--- config.mk ---
export PLATFORM = sky130hd
export DESIGN_NAME = pipe_stage_buf
export DESIGN_NICKNAME = d
export VERILOG_FILES = /design/src/rtl/npc_pkg.sv /design/src/rtl/pipe_stage_ram.sv /design/src/rtl/pipe_stage_buf.sv
export SDC_FILE = /design/constraint.sdc
export NUM_CORES = 1
export LEC_CHECK = 0
export CAP_MARGIN = 10
export CORE_UTILIZATION = 44
export DETAILED_ROUTE_END_ITERATION = 7
export PLACE_DENSITY = 0.7
export SETUP_SLACK_MARGIN = 0.2
export SYNTH_ARGS = -nofsm -noshare
export SYNTH_HDL_FRONTEND = slang
export SYNTH_SLANG_ARGS = --single-unit
--- constraint.sdc ---
create_clock -name clk -period 3.05 [get_ports clk]
set_clock_uncertainty 0.2 [all_clocks]
set_input_delay 0.915 -clock clk [delete_from_list [all_inputs] [get_ports clk]]
set_output_delay 0.915 -clock clk [all_outputs]
set_load 0.05 [all_outputs]
--- src/rtl/npc_pkg.sv ---
// -----------------------------------------------------------------------------
// npc_pkg
//   Shared types for the npc pipeline registers.
//   - dstage_t / xstage_t / mstage_t / wstage_t: packed payloads carried by
//     pipe_stage_buf between decode, execute, memory and writeback.
//     npc instantiates pipe_stage_buf with WIDTH=$bits(<stage>_t).
//   - ptr_inc: circular pointer increment for a queue of any depth, including
//     depths that are not powers of two.
// -----------------------------------------------------------------------------
package npc_pkg;

    typedef struct packed {
        logic [31:0] pc;
        logic [31:0] instr;
    } dstage_t;

    typedef struct packed {
        logic [31:0] pc;
        logic [4:0]  rd;
        logic [31:0] op_a;
        logic [31:0] op_b;
        logic [3:0]  alu_op;
    } xstage_t;

    typedef struct packed {
        logic [31:0] pc;
        logic [4:0]  rd;
        logic [31:0] result;
        logic        mem_we;
        logic        mem_re;
    } mstage_t;

    typedef struct packed {
        logic [4:0]  rd;
        logic [31:0] result;
        logic        rd_we;
    } wstage_t;

    // Next slot of a circular queue: wraps to 0 after the last entry.
    function automatic int unsigned ptr_inc(input int unsigned ptr, input int unsigned depth);
        return (ptr == depth - 1) ? 0 : ptr + 1;
    endfunction

endpackage

--- src/rtl/pipe_stage_ram.sv ---
// -----------------------------------------------------------------------------
// pipe_stage_ram
//   DEPTH x WIDTH storage array for pipe_stage_buf.
//   Ports:
//     i_clk    clock
//     i_rst    synchronous clear of every entry to RESET_DATA (active-high)
//     i_we     write enable
//     i_waddr  write address
//     i_wdata  write data
//     i_raddr  read address (asynchronous read)
//     o_rdata  read data
// -----------------------------------------------------------------------------
module pipe_stage_ram #(
    parameter int               WIDTH      = 32,
    parameter int               DEPTH      = 2,
    parameter int               ADDR_W     = (DEPTH > 1) ? $clog2(DEPTH) : 1,
    parameter logic [WIDTH-1:0] RESET_DATA = '0
) (
    input  logic              i_clk,
    input  logic              i_rst,
    input  logic              i_we,
    input  logic [ADDR_W-1:0] i_waddr,
    input  logic [WIDTH-1:0]  i_wdata,
    input  logic [ADDR_W-1:0] i_raddr,
    output logic [WIDTH-1:0]  o_rdata
);

    logic [WIDTH-1:0] r_mem [DEPTH];

    always_ff @(posedge i_clk) begin
        if (i_rst) begin
            for (int i = 0; i < DEPTH; i++) begin
                r_mem[i] <= RESET_DATA;
            end
        end else if (i_we) begin
            r_mem[i_waddr] <= i_wdata;
        end
    end

    assign o_rdata = r_mem[i_raddr];

endmodule

--- src/rtl/pipe_stage_buf.sv ---
// -----------------------------------------------------------------------------
// pipe_stage_buf
//   Elastic pipeline-stage buffer: DEPTH-entry circular queue of opaque
//   WIDTH-bit payloads with synchronous flush, optional fall-through and an
//   occupancy output.
//   Ports:
//     clk, rst   clock, synchronous active-high reset
//     flush      synchronous squash of every held entry
//     s_valid / s_ready / s_data   upstream side
//     m_valid / m_ready / m_data   downstream side
//     count      entries currently held
//
//   Handshake: a beat transfers on a side when valid & ready are both high at
//   posedge. s_ready comes from registered occupancy only (never from m_ready),
//   so a full buffer refuses a push even if it pops in the same cycle. While
//   m_valid & ~m_ready the stored output holds; the fall-through path simply
//   mirrors upstream and carries no such guarantee.
// -----------------------------------------------------------------------------
module pipe_stage_buf
    import npc_pkg::*;
#(
    parameter int               WIDTH       = 32,
    parameter int               DEPTH       = 2,
    parameter int               FALLTHROUGH = 0,
    parameter logic [WIDTH-1:0] RESET_DATA  = '0
) (
    input  logic                       clk,
    input  logic                       rst,
    input  logic                       flush,
    input  logic                       s_valid,
    output logic                       s_ready,
    input  logic [WIDTH-1:0]           s_data,
    output logic                       m_valid,
    input  logic                       m_ready,
    output logic [WIDTH-1:0]           m_data,
    output logic [$clog2(DEPTH+1)-1:0] count
);

    localparam int               PTR_W   = (DEPTH > 1) ? $clog2(DEPTH) : 1;
    localparam int               CNT_W   = $clog2(DEPTH + 1);
    localparam logic [CNT_W-1:0] DEPTH_C = CNT_W'(DEPTH);

    logic [PTR_W-1:0] r_head;
    logic [PTR_W-1:0] r_tail;
    logic [CNT_W-1:0] r_count;

    logic             w_empty;
    logic             w_ft_empty;
    logic             w_push;
    logic             w_pop;
    logic             w_bypass;
    logic             w_wr;
    logic             w_rd;
    logic [PTR_W-1:0] w_head_nxt;
    logic [PTR_W-1:0] w_tail_nxt;
    logic [WIDTH-1:0] w_rdata;

    assign w_empty    = (r_count == '0);
    // Fall-through mode is only active while nothing is stored.
    assign w_ft_empty = (FALLTHROUGH != 0) && w_empty;

    assign s_ready = (r_count < DEPTH_C) & ~rst;
    assign m_valid = rst ? 1'b0       : (w_ft_empty ? s_valid : ~w_empty);
    assign m_data  = rst ? RESET_DATA : (w_ft_empty ? s_data  : w_rdata);

    assign w_push = s_valid & s_ready;
    assign w_pop  = m_valid & m_ready;

    // An item pushed into an empty fall-through buffer and taken downstream in
    // the same cycle never touches storage.
    assign w_bypass = w_ft_empty & w_push & m_ready;
    assign w_wr     = w_push & ~w_bypass & ~flush;
    // A pop while fall-through-empty is always the bypass; nothing to dequeue.
    assign w_rd     = w_pop & ~w_ft_empty;

    assign w_head_nxt = PTR_W'(ptr_inc(32'(r_head), DEPTH));
    assign w_tail_nxt = PTR_W'(ptr_inc(32'(r_tail), DEPTH));

    always_ff @(posedge clk) begin
        if (rst || flush) begin
            r_head  <= '0;
            r_tail  <= '0;
            r_count <= '0;
        end else begin
            if (w_wr) begin
                r_tail <= w_tail_nxt;
            end
            if (w_rd) begin
                r_head <= w_head_nxt;
            end
            case ({w_wr, w_rd})
                2'b10:   r_count <= r_count + CNT_W'(1);
                2'b01:   r_count <= r_count - CNT_W'(1);
                default: r_count <= r_count;
            endcase
        end
    end

    assign count = r_count;

    // Storage is cleared on flush as well, so m_data reads RESET_DATA afterwards.
    pipe_stage_ram #(
        .WIDTH      (WIDTH),
        .DEPTH      (DEPTH),
        .ADDR_W     (PTR_W),
        .RESET_DATA (RESET_DATA)
    ) u_ram (
        .i_clk   (clk),
        .i_rst   (rst | flush),
        .i_we    (w_wr),
        .i_waddr (r_tail),
        .i_wdata (s_data),
        .i_raddr (r_head),
        .o_rdata (w_rdata)
    );

`ifndef SYNTHESIS
    int w_ptr_diff;

    always_comb begin
        w_ptr_diff = (int'(r_tail) + DEPTH - int'(r_head)) % DEPTH;
    end

    a_no_push_full : assert property (@(posedge clk) disable iff (rst)
        !(w_push && (r_count == DEPTH_C)));
    a_no_pop_empty : assert property (@(posedge clk) disable iff (rst)
        !(w_rd && w_empty));
    a_occupancy    : assert property (@(posedge clk) disable iff (rst)
        (r_count == DEPTH_C) ? (r_tail == r_head) : (int'(r_count) == w_ptr_diff));
`endif

endmodule

### After elaboration in Yosys (flattened, before gate mapping)

Memories as Yosys holds them, arrays and structs flattened. A register that Yosys moved wholly into a read port is not among the register bits.
Index checks and enable logic that the tools add are counted.

| cells by class | value |
|---|---|
| add/sub/neg operators | 4 |
| $lt $le $gt $ge | 1 |
| equality and inequality tests | 2 |
| mux-type cells | 15 |
| bitwise logic cells | 8 |
| reductions and logical operators | 4 |

Operator list:

| operator | count |
|---|---|
| 2-to-1 mux 32 bit | 2 |
| OR reduction 32 bit | 1 |
| 2-to-1 mux 1 bit | 12 |
| AND 1 bit | 4 |
| case mux 2 bit (2 select lines) | 1 |
| NOT 1 bit | 3 |
| adder 1 bit, second input constant | 2 |
| adder 2 x 1 -> 2 bit, second input constant | 1 |
| equality test 2 x 1 -> 1 bit, second input constant | 1 |
| equality test 2 bit, second input constant | 1 |
| zero test 2 bit | 1 |
| < comparator 2 bit, second input constant | 1 |
| nonzero test 2 bit | 1 |
| subtractor 2 x 1 -> 2 bit, second input constant | 1 |
| logical OR 1 bit | 1 |
| bitwise OR 1 bit | 1 |

| storage, ports and cells | value |
|---|---|
| register bits after elaboration | 4 |
| RAM bits | 64 |
| bits of input ports | 37 |
| output and inout bits | 36 |
| logic and storage cells | 38 |
| memories | 1 |

Memory list:

| name | depth | bits a word | rd ports | clocked after memory_dff | write ports | RTL line | RTL |
|---|---|---|---|---|---|---|---|
| u_ram.r_mem | 2 | 32 | 1 | 1 | 2 | pipe_stage_ram.sv:28 | `logic [WIDTH-1:0] r_mem [DEPTH];` |

### Longest topological paths before layout

| logic depth | value |
|---|---|
| depth after elaboration | 9 |
| gate-level depth with buffers | 7 |

### Hierarchy

A second synthesis with hierarchy kept.

| second synthesis, totals | value |
|---|---|
| cell total of the unflattened synthesis | 238 |
| area, all modules | 3226.8 µm² |

Modules (own cells, without submodules):

| module | times used | cells each | area an instance (µm²) | seq. area each (µm²) |
|---|---|---|---|---|
| pipe_stage_ram | 1 | 178 | 2816.5 | 1921.8 |
| pipe_stage_buf | 1 | 60 | 410.4 | 80.1 |

### Worst setup path after synthesis

OpenSTA, ideal clock, no wires.

| timing | value |
|---|---|
| kind | input to output |
| start | input port rst |
| end | output port m_data[11] |
| arrival | 1939 ps |
| data required time | 1935 ps |
| setup slack | -4 ps |
| cell stages on the path | 3 |
| path buffers | 2 |
| cells stage by stage | buf_2 clkbuf_1 nor2_1 |

| on the way | value |
|---|---|
| word-level cells in the longest chain between the ends | 1 |

RTL lines:

| element | RTL line | RTL |
|---|---|---|
| start, declared | pipe_stage_buf.sv:28 | `input logic rst,` |
| 2-to-1 mux 32 bit | pipe_stage_buf.sv:64 | `assign m_data = rst ? RESET_DATA : (w_ft_empty ? s_data : w_rdata);` |
| end, declared | pipe_stage_buf.sv:35 | `output logic [WIDTH-1:0] m_data,` |

No other way between the ends.

### Worst setup path after layout

| timing | value |
|---|---|
| start | input port rst |
| end | output port m_data[31] |

The elaborated chain is that of the path after synthesis.

==> impl_metrics.py <==
metrics = {
    "logic_synthesis": {
        "synth_edf_count": 64,
        "ys_seq_area_share_pct": 64.0,
        "synth_area_leaders": "edfxtp_1 (61%), mux2i_1 (10%), and3_1 (7.1%)",
        "syn_nets": 282,
        "ys_warn_count": 0,
        "synth_top_cell_area_share_pct": 60.9,
        "yosysTopAreaCell": "edfxtp_1",
        "yosys_register_bits": 69,
        "synth_cells": 244,
        "synth_common_cells": "edfxtp_1 (64), nor2_1 (37), and3_1 (36)",
        "yosysUniqueCellTypes": 24,
        "avgSynthCellArea_um2": 12.9,
        "synth_area_um2": 3160,
        "synthMostInstantiatedCell": "edfxtp_1",
        "synthFlopType": "edfxtp_1",
        "async_flop_share_pct": 0,
    },
    "routing": {
        "drt_iter0_markers": 135,
        "drt_wl_total_um": 6390,
        "drc": 0,
        "vias": 2145,
        "first_pass_iters": 4,
        "viasPerCell": 5.08,
        "drt-wirelength-per-cell_um": 15.1,
        "antenna_left": 0,
    },
    "power": {
        "power.leakage_uw": 0.00179,
        "intPower_uw": 1470,
        "power_frac_clock_pct": 30.6,
        "p_comb_share_pct": 13.2,
        "vdd_drop_max_mv": 0.238,
        "p_sw_uw": 481,
        "switching_share_pct": 24.7,
        "power_frac_seq_pct": 56.1,
        "p_per_area_nw_per_um2": 470,
    },
    "clocking": {
        "cts_max_path_buffers": 2,
        "clock-sinks": 69,
        "cts_tree": "yes",
        "cts.clk_slew.worst_paths_ps": 70,
        "htree_levels": 3,
        "clk_latency_ps": 330,
        "cts_made_buffers": 9,
        "hold_buffers": 0,
        "cts_root_buffer": "clkbuf_8",
        "cts_setup_buffers": 0,
    },
    "place": {
        "io_buffers": 72,
        "dp_hpwl_um": 4000,
        "globalplace.congestion": 0.775,
    },
    "worst_setup_path": {
        "crit_chain": "buf_2 > buf_6 > nor2_1 > buf_4",
        "crit_arrival_ps": 1680,
        "max_stage_delay_ps": 260,
        "r2r_end": "count[1]",
        "crit_path_top_delay_cell": "buf_6",
        "required_ps": 1930,
        "path_max_fanout": 18,
        "r2r_setup_slack_ps": 1220,
        "cp-startpoint": "rst",
        "cp-end-kind": "output port",
        "start_kind": "input port",
        "rr_startpoint": "count[1]",
        "critPathBufInv": 3,
        "worst-r2r-cell-count": 6,
        "cpLargestDelayFamily": "buffers and inverters",
        "timing.setup.critical_path_class": "in -> out",
    },
    "die": {
        "core.rowCount": 30,
        "die_h_um": 86.7,
        "coreArea_um2": 6870,
        "die_x_um": 86.7,
        "io_pins": 73,
        "initial_utilization_pct": 46.0,
        "die_area_um2": 7520,
    },
    "sta": {
        "fmax_mhz": 357,
        "hold_ws_ps": 340,
        "finalCritPeriodShare_pct": 91.8,
        "layout_min_cycle_time_ps": 2800,
        "grt_setup_unrepaired": "true",
        "finalHoldViolCount": 0,
        "finalMaxSlewViolations": 0,
        "setup_viol": 0,
        "relSlewSlack_pct": 23.5,
        "worst_slew_pin_slew_ps": 1140,
    },
    "flow_run": {
        "drv_cap": 0,
    },
    "finish": {
        "final_nets": 360,
        "fillCellCount": 583,
        "post_route_cells_drive_above_1_share_pct": 33.7,
        "antenna_cells": 0,
        "area_growth_pct": 31.2,
        "finish.utilization_pct": 60.3,
    },
    "hold_path": {
        "min_to": "r_tail",
        "hold_path.class": "reg -> reg",
        "hold_depth": 2,
        "worstHoldStart": "r_tail",
    },
    "grt": {
        "grt_pass1_wl_um": 10200,
        "grt_max_degree": 33,
        "grt_pass1_vias": 2143,
        "grt-ovfl-total": 0,
        "grt_antenna_before_repair": 0,
        "grt_use_total_pct": 18.2,
    },
    "status": {
        "status": "complete, no violations",
    },
}
-- final cells by class --
cell class,count,area [um2],share of cell area (%)
clock buffers,12,135,3.26
multi-input cells,155,1090,26.3
inverters,1,3.75,0.0906
flip-flops and latches,69,2030,48.9
well taps,96,120,2.90
repair buffers,86,754,18.2
clock inverters,3,13.8,0.332
-- cells in the final DEF (no fill, tap or decap), types with 9 or more instances in the layout --
cell type         n
nor2_1           20
nor2_2           17
clkdlybuf4s50_1  36
edfxtp_1         64
clkbuf_8          9
and3_2           28
buf_4            46
mux2i_1          32
and3_1           36
-- how the worst max path moves through the flow --
stage | endpoint | slack (ps) | cells after the start
4_1_cts | m_data[31] | 220 | 4
3_3_place_gp | u_ram.r_mem[0][21] | -110 | 5
6_report | m_data[31] | 250 | 4
5_1_grt | m_data[9] | 190 | 4
2_1_floorplan | m_data[11] | -4 | 3
3_5_place_dp | u_ram.r_mem[0][6] | -190 | 5
-- flip-flops by register name, summed over array words and instances, names as in the netlist, named ones only --
name,flops
count,2
r_head,1
r_tail,1
u_ram.r_mem,64
-- worst min-delay path: stages (launching register included) --
cell      delay [ps]
dfxtp_1          330
o21ai_0           80
a21boi_0          80
-- cells by family after synthesis --
logic type	after synthesis	share of synthesized area, %
AO/OA/AOI/OAI	5	0.951
XOR/XNOR	3	0.832
adder cells (fa/ha/maj)	1	0.396
buffers and inverters	21	3.17
flip-flops	69	64.0
multiplexers	32	10.1
AND/OR/NAND/NOR	113	20.5
-- power groups by stage --
stage	Combinational [uW]	Sequential (uW)	Clock, uW
after floorplan	146	1110	0
after global placement	253	1110	0
after detailed placement	257	1120	0
after CTS	261	1090	607
after global routing	277	1100	648
final	258	1090	597
-- stage by stage --
stage	cell area [um2]	cells	TNS (ps)	worst slack (ps)	total power, uW
finish	4140	422	0	251	1950
global route	4140	422	0	194	2020
CTS	4140	422	0	225	1960
detailed placement	3980	406	-3710	-187	1370
global placement	3980	406	-2040	-107	1370
floorplan	3200	244	-48.7	-3.66	1260
-- per-layer routing --
layer	up-vias	track usage [%]	share of wire, %
met5	-	0	0
met4	0	8.33	1.8
met3	11	3.52	3.9
met2	52	32.0	52
met1	1030	21.8	42
li1	1052	-	-
-- what timing repair did --
| action | CTS | global route |
|---|---|---|
| cloned | 1 | 0 |
| gates resized for setup | 2 | 1 |
| endpoints found under the hold margin | 0 | 0 |
| setup endpoints to repair | 26 | 5 |
(Power assumes the default switching activity.)
